### src/rtl/mips_div_if.sv
// Divider request/response bundle between the E stage (master) and the
// multi-cycle divider (slave). Request fields are sampled together with start_i.
interface mips_div_if #(
   parameter int WIDTH = 32
);
   logic               start_i;
   logic               sign_i;
   logic               flush_i;
   logic [WIDTH-1:0]   opa_i;
   logic [WIDTH-1:0]   opb_i;
   logic               stall_o;
   logic               ready_o;
   logic [2*WIDTH-1:0] result_o;

   // E-stage side: issues requests, observes stall and result
   modport master (
      output start_i, sign_i, flush_i, opa_i, opb_i,
      input  stall_o, ready_o, result_o
   );

   // Divider side: consumes requests, produces stall and result
   modport slave (
      input  start_i, sign_i, flush_i, opa_i, opb_i,
      output stall_o, ready_o, result_o
   );
endinterface

### src/rtl/mips_div.sv
// Multi-cycle radix-2 restoring divider for MIPS DIV/DIVU.
// Operands are converted to magnitudes on acceptance, one quotient bit is
// produced per cycle, and the sign fix-up is applied on the way into DONE.
// Result layout is {HI = remainder, LO = quotient}.
module mips_div #(
   parameter int WIDTH = 32
) (
   input  logic     clk,
   input  logic     rst,
   mips_div_if.slave bus
);

   localparam int CNT_W = (WIDTH > 1) ? $clog2(WIDTH) : 1;
   localparam logic [CNT_W-1:0] LAST_STEP = CNT_W'(WIDTH - 1);
   localparam logic [WIDTH-1:0] ONES      = {WIDTH{1'b1}};

   typedef enum logic [1:0] {
      S_IDLE  = 2'd0,
      S_DZERO = 2'd1,
      S_ON    = 2'd2,
      S_DONE  = 2'd3
   } state_t;

   // Control state
   state_t             state_q;
   logic [CNT_W-1:0]   cnt_q;
   logic               ready_q;
   logic [2*WIDTH-1:0] result_q;

   // Datapath state: quo_q starts as the dividend magnitude and fills with
   // quotient bits from the right as dividend bits shift out on the left.
   logic [WIDTH-1:0]   rem_q;
   logic [WIDTH-1:0]   quo_q;
   logic [WIDTH-1:0]   dvs_q;
   logic               sgn_q;
   logic               amsb_q;
   logic               bmsb_q;

   // Combinational step / fix-up values
   logic [WIDTH:0]     part_d;
   logic [WIDTH:0]     diff_d;
   logic               ge_d;
   logic [WIDTH-1:0]   rem_d;
   logic [WIDTH-1:0]   quo_d;
   logic [WIDTH-1:0]   rem_fix_d;
   logic [WIDTH-1:0]   quo_fix_d;
   logic               accept_d;
   logic               unused_diff_msb;

   // Two's-complement negation (wraps: most-negative maps to itself)
   function automatic logic [WIDTH-1:0] neg_w(input logic [WIDTH-1:0] v);
      return ~v + 1'b1;
   endfunction

   // Magnitude of an operand; unsigned operands pass through untouched
   function automatic logic [WIDTH-1:0] mag_w(input logic [WIDTH-1:0] v,
                                              input logic             sgn);
      return (sgn && v[WIDTH-1]) ? neg_w(v) : v;
   endfunction

   // A request is taken only from IDLE and never in the same cycle as a flush
   assign accept_d = (state_q == S_IDLE) && bus.start_i && !bus.flush_i;

   // One restoring step on the WIDTH+1-bit partial remainder, plus sign fix-up
   always_comb begin
      part_d    = {rem_q, quo_q[WIDTH-1]};
      ge_d      = (part_d >= {1'b0, dvs_q});
      diff_d    = part_d - {1'b0, dvs_q};
      rem_d     = ge_d ? diff_d[WIDTH-1:0] : part_d[WIDTH-1:0];
      quo_d     = {quo_q[WIDTH-2:0], ge_d};
      quo_fix_d = (sgn_q && (amsb_q ^ bmsb_q)) ? neg_w(quo_d) : quo_d;
      rem_fix_d = (sgn_q && amsb_q) ? neg_w(rem_d) : rem_d;
   end

   // A kept difference is always below the divisor, so its top bit is zero
   assign unused_diff_msb = diff_d[WIDTH];

   // Datapath registers: load magnitudes on accept, iterate while in ON
   always_ff @(posedge clk) begin
      if (accept_d) begin
         rem_q  <= '0;
         // For divide-by-zero the raw dividend is kept for the HI result
         quo_q  <= (bus.opb_i == '0) ? bus.opa_i : mag_w(bus.opa_i, bus.sign_i);
         dvs_q  <= mag_w(bus.opb_i, bus.sign_i);
         sgn_q  <= bus.sign_i;
         amsb_q <= bus.opa_i[WIDTH-1];
         bmsb_q <= bus.opb_i[WIDTH-1];
      end else if (state_q == S_ON) begin
         rem_q  <= rem_d;
         quo_q  <= quo_d;
      end
   end

   // Control FSM with registered ready/result; flush wins in every state
   always_ff @(posedge clk) begin
      if (rst) begin
         state_q  <= S_IDLE;
         cnt_q    <= '0;
         ready_q  <= 1'b0;
         result_q <= '0;
      end else begin
         ready_q <= 1'b0;
         if (bus.flush_i) begin
            state_q <= S_IDLE;
            cnt_q   <= '0;
         end else begin
            unique case (state_q)
               S_IDLE: begin
                  if (bus.start_i) begin
                     state_q <= (bus.opb_i == '0) ? S_DZERO : S_ON;
                     cnt_q   <= '0;
                  end
               end
               S_DZERO: begin
                  state_q  <= S_DONE;
                  ready_q  <= 1'b1;
                  result_q <= {quo_q, ONES};
               end
               S_ON: begin
                  cnt_q <= cnt_q + 1'b1;
                  if (cnt_q == LAST_STEP) begin
                     state_q  <= S_DONE;
                     ready_q  <= 1'b1;
                     result_q <= {rem_fix_d, quo_fix_d};
                  end
               end
               S_DONE: begin
                  // A start still asserted here belongs to the finished op
                  state_q <= S_IDLE;
               end
               default: state_q <= S_IDLE;
            endcase
         end
      end
   end

   // Stall is dropped in DONE so E advances in the cycle the result appears
   assign bus.stall_o  = accept_d || (state_q == S_ON) || (state_q == S_DZERO);
   assign bus.ready_o  = ready_q;
   assign bus.result_o = result_q;

endmodule

### src/flat_wrapper.sv
// flat-port wrapper written by rule: the top's interface ports become plain ports
module mips_div_flat 
#(
   parameter int WIDTH = 32
)
  (clk, rst, bus_start_i, bus_sign_i, bus_flush_i, bus_opa_i, bus_opb_i, bus_stall_o, bus_ready_o, bus_result_o);
  mips_div_if #(.WIDTH(WIDTH)) bus_i ();
  input  logic clk;
  input  logic rst;
  input wire logic [$bits(bus_i.start_i)-1:0] bus_start_i;
  input wire logic [$bits(bus_i.sign_i)-1:0] bus_sign_i;
  input wire logic [$bits(bus_i.flush_i)-1:0] bus_flush_i;
  input wire logic [$bits(bus_i.opa_i)-1:0] bus_opa_i;
  input wire logic [$bits(bus_i.opb_i)-1:0] bus_opb_i;
  output wire logic [$bits(bus_i.stall_o)-1:0] bus_stall_o;
  output wire logic [$bits(bus_i.ready_o)-1:0] bus_ready_o;
  output wire logic [$bits(bus_i.result_o)-1:0] bus_result_o;
  assign bus_i.start_i = bus_start_i;
  assign bus_i.sign_i = bus_sign_i;
  assign bus_i.flush_i = bus_flush_i;
  assign bus_i.opa_i = bus_opa_i;
  assign bus_i.opb_i = bus_opb_i;
  assign bus_stall_o = bus_i.stall_o;
  assign bus_ready_o = bus_i.ready_o;
  assign bus_result_o = bus_i.result_o;
  mips_div #(.WIDTH(WIDTH)) u_core (.clk(clk), .rst(rst), .bus(bus_i));
endmodule
### config.mk
export PLATFORM = sky130hd
export DESIGN_NAME = mips_div_flat
export DESIGN_NICKNAME = d
export VERILOG_FILES = /design/src/rtl/mips_div_if.sv /design/src/rtl/mips_div.sv /design/src/flat_wrapper.sv
export SDC_FILE = /design/constraint.sdc
export NUM_CORES = 1
export LEC_CHECK = 0
export ABC_AREA = 1
export CAP_MARGIN = 30
export CORE_AREA = 3 3 172 140
export DETAILED_ROUTE_END_ITERATION = 10
export DIE_AREA = 0 0 175 143
export PLACE_DENSITY = 0.8
export SYNTH_ARGS = -nofsm -noshare
export SYNTH_HDL_FRONTEND = slang
export SYNTH_SLANG_ARGS = --single-unit
### constraint.sdc
create_clock -name clk -period 4.92 [get_ports clk]
set_clock_uncertainty 0.2 [all_clocks]
set_input_delay 0.492 -clock clk [delete_from_list [all_inputs] [get_ports clk]]
set_output_delay 0.492 -clock clk [all_outputs]
set_load 0.01 [all_outputs]
==> impl_results.md <==
* Outcome: finished, final reports clean
* Total number of vias at ~13000
* Antenna-violating nets left at 0
* Crit path DAT at around 4600 ps
* Crit path max fanout at 15
* CP startpoint kind: flop
* Initial antenna violation count at 3
* Final instance area at roughly 0.015 mm2
* Register area share after synthesis at approximately a third
* Total CTS buffers at 17
* Die X at around 180 um
* Number of synthesized flops with an enable pin at 67
* Total global routing track utilization at between 30% and 40%
* CTS sink count at 171
* Yosys reg bits at approximately 170
* Post-DP HPWL at 34.00 mm
* Dpl cell area at 0.01422 mm2
* Hold crit path type: flop to flop
* Vias in the first global route at between 10000 and 15000
* Synth cell types at 56
* Layout cells sized above 1 at about 7.6%
* Largest net degree at the start of global routing at 58
* Yosys warns at 0
* Die Height at 143 um
* FILL cells at 2067
* RSZ-0062 raised after global routing: no
* Leakage at roughly 6.5 nW
* Worst path required time at 5050 ps
* Final Cycle Share at between 80% and 90%
* Final setup viols at 0
* CP bufs+invs at 6
* Max-slew violations at 0
* Most common cell after layout, fill and taps aside: nand2_1
* Io pins at roughly 140
* Worst hold slack at 265.2 ps
* Via density at 5.705
* Worst slew margin at 46.36%
* ANT cells at 0
* Detailed-route DRC error count at 0
* Worst-Skew Late Latency at 440 ps
* Placement row count at between 40 and 50
* Die footprint at approximately 0.025 mm2
* Hold Vio Cnt, Final at 0
* WL/cell at about 18 um
* CTS tree: done
* H-tree level count at 4
* Ys flop type: dfxtp_1
* Nets at approximately 2100
* Util after Layout at around two thirds
* Clock Pin Slew Worst Setup and Hold Paths at about 60 ps
* PnR Total Power at 4.886 mW
* Slowest CP cell: dfxtp_1
* PwrDens at roughly 330 mW/mm2
* Peak supply drop at between 0.2 and 0.3 mV
* Commonest non-fill, non-tap cells in the layout: nand2_1, inv_1, nor2_1
* Worst setup EP type: flop
* Syn Inst Count at around 1900
* Post-synth ARST share at 0%
* CTS Buffer Depth at 2
* Max stage delay on crit path at between 400 and 500 ps
* Final critical-path required period at between 4000 and 5000 ps
* Maxcap violations at 0
* Area growth, synth to finish at 16.15%
* Port bufs at around 130
* Synthesized area at around 0.013 mm2
* Final TNS setup at 0 ps
* Grt ovf at 0
* Critical path's top delay family: simple AND/OR/NAND/NOR gates
* Iteration-0 DRC Markers at around 1600
* GPL Wtd Cong at between 0.9 and 1
* Clock Root Buffer: clkbuf_16
* F_max at about 230 MHz
* Syn_nets at roughly 2000
* Pre-Repair DR Iteration Count at 8
* Synthesized area per cell at ~6.7 um2
* CP Class: flop to flop
* Initial Util at between 50% and 60%
* First-pass GRT wire length at 66.27 mm
* Core region area at 0.02244 mm2
* Worst-Margin Slew at between 700 and 800 ps
* Routed WL at around 43 mm
## tightest hold or removal path: cells and delay by family (launching register included)
| kind | cells | cell delay (ps) |
|---|---|---|
| AND/OR/NAND/NOR | 1 | 60 |
| AO/OA/AOI/OAI | 1 | 50 |
| flip-flops | 1 | 310 |
## cells in the mapped netlist, types with 4 or more instances
cell,instances,share of area [%]
o21ai_1,15,0.59
nand2_1,481,14
nand4_1,23,1.1
o21bai_1,6,0.35
clkbuf_8,6,0.65
buf_2,4,0.16
xnor2_1,23,1.6
a21oi_2,6,0.41
o21ai_0,126,5.0
o211ai_1,21,1.2
a31oi_1,21,1.0
buf_6,5,0.44
dlygate4sd3_1,5,0.39
dfxtp_1,104,16
inv_2,6,0.18
nor3_2,4,0.31
a21oi_1,113,4.4
o22ai_1,6,0.29
nor2_1,186,5.5
nand3_2,8,0.63
nand2_2,28,1.4
nor2_4,10,0.88
nand3_1,130,5.1
ha_1,41,4.0
nand3b_1,7,0.41
inv_1,261,7.7
edfxtp_1,67,16
clkbuf_1,32,0.94
or2_2,8,0.39
nor2_2,15,0.74
o21ai_2,5,0.34
nor3_1,32,1.3
nor4_1,8,0.39
xor2_1,40,2.8
o221ai_1,9,0.62
## area by class of cell
class / instances / area [um2] / area share, %
clock buffer: 19 / 442.9 / 2.996
clock inverter: 13 / 90.09 / 0.6094
inverter: 268 / 1008 / 6.822
multi-input combinational: 1393 / 7259 / 49.11
sequential: 171 / 4094 / 27.70
tap: 306 / 382.9 / 2.590
timing repair buffer: 153 / 1504 / 10.17
## layer usage
layer | track usage [%] | routed length, um | part of all wire [%] | vias to the layer above
li1 | - | - | - | 6434
met1 | 52.91 | 20190 | 47 | 6096
met2 | 48.04 | 17220 | 40 | 671
met3 | 7.629 | 4826 | 11 | 52
met4 | 7.889 | 662 | 1.5 | 0
met5 | 0 | 0 | 0 | -
## report_power, final
| part | switching, mW | internal [mW] | total, mW |
|---|---|---|---|
| Sequential | 0.116 | 1.60 | 1.72 |
| Combinational | 1.30 | 0.607 | 1.90 |
| Clock | 0.608 | 0.661 | 1.27 |
## stage by stage
step | instances | worst slack, ps
6_report | 2323 | 494.6
5_1_grt | 2323 | 60.69
4_1_cts | 2320 | 238.0
3_5_place_dp | 2288 | 257.6
3_3_place_gp | 2287 | 397.9
2_1_floorplan | 1890 | 996.9
## registers in the layout (all words and copies together), names as in the netlist, 2 cells and up
register             flops
u_core.state_q           2
u_core.dvs_q            32
u_core.cnt_q             5
u_core.bus.result_o     64
u_core.rem_q            32
u_core.quo_q            32
## cell families (layout without fill, tap and decap cells)
| group | count (synthesis) | after routing | synth area share (%) |
|---|---|---|---|
| buf+inv | 326 | 453 | 11.00 |
| xor+xnor | 63 | 63 | 4.336 |
| simple gates | 952 | 952 | 33.48 |
| fa+ha+maj | 42 | 42 | 4.188 |
| flops | 171 | 171 | 32.17 |
| compound gates | 336 | 336 | 14.83 |
## final timing paths
kind	endpoint	from	cells after the start	slack (ps)
hold / removal	u_core.bus.result_o[40]$_SDFFE_PP0P_	u_core.bus.result_o[40]$_SDFFE_PP0P_	2	270
hold reg to reg	u_core.bus.result_o[40]$_SDFFE_PP0P_	u_core.bus.result_o[40]$_SDFFE_PP0P_	2	270
setup / recovery	u_core.bus.result_o[28]$_SDFFE_PP0P_	u_core.rem_q[7]$_SDFFE_PP0P_	27	490
setup reg to reg	u_core.bus.result_o[28]$_SDFFE_PP0P_	u_core.rem_q[7]$_SDFFE_PP0P_	27	490
## repair_timing
action,4_1_cts,5_1_grt
hold buffers,0,0
resized for setup,0,2
setup endpoints to repair,0,3
buffers inserted,0,3
(Power assumes the default switching activity.)
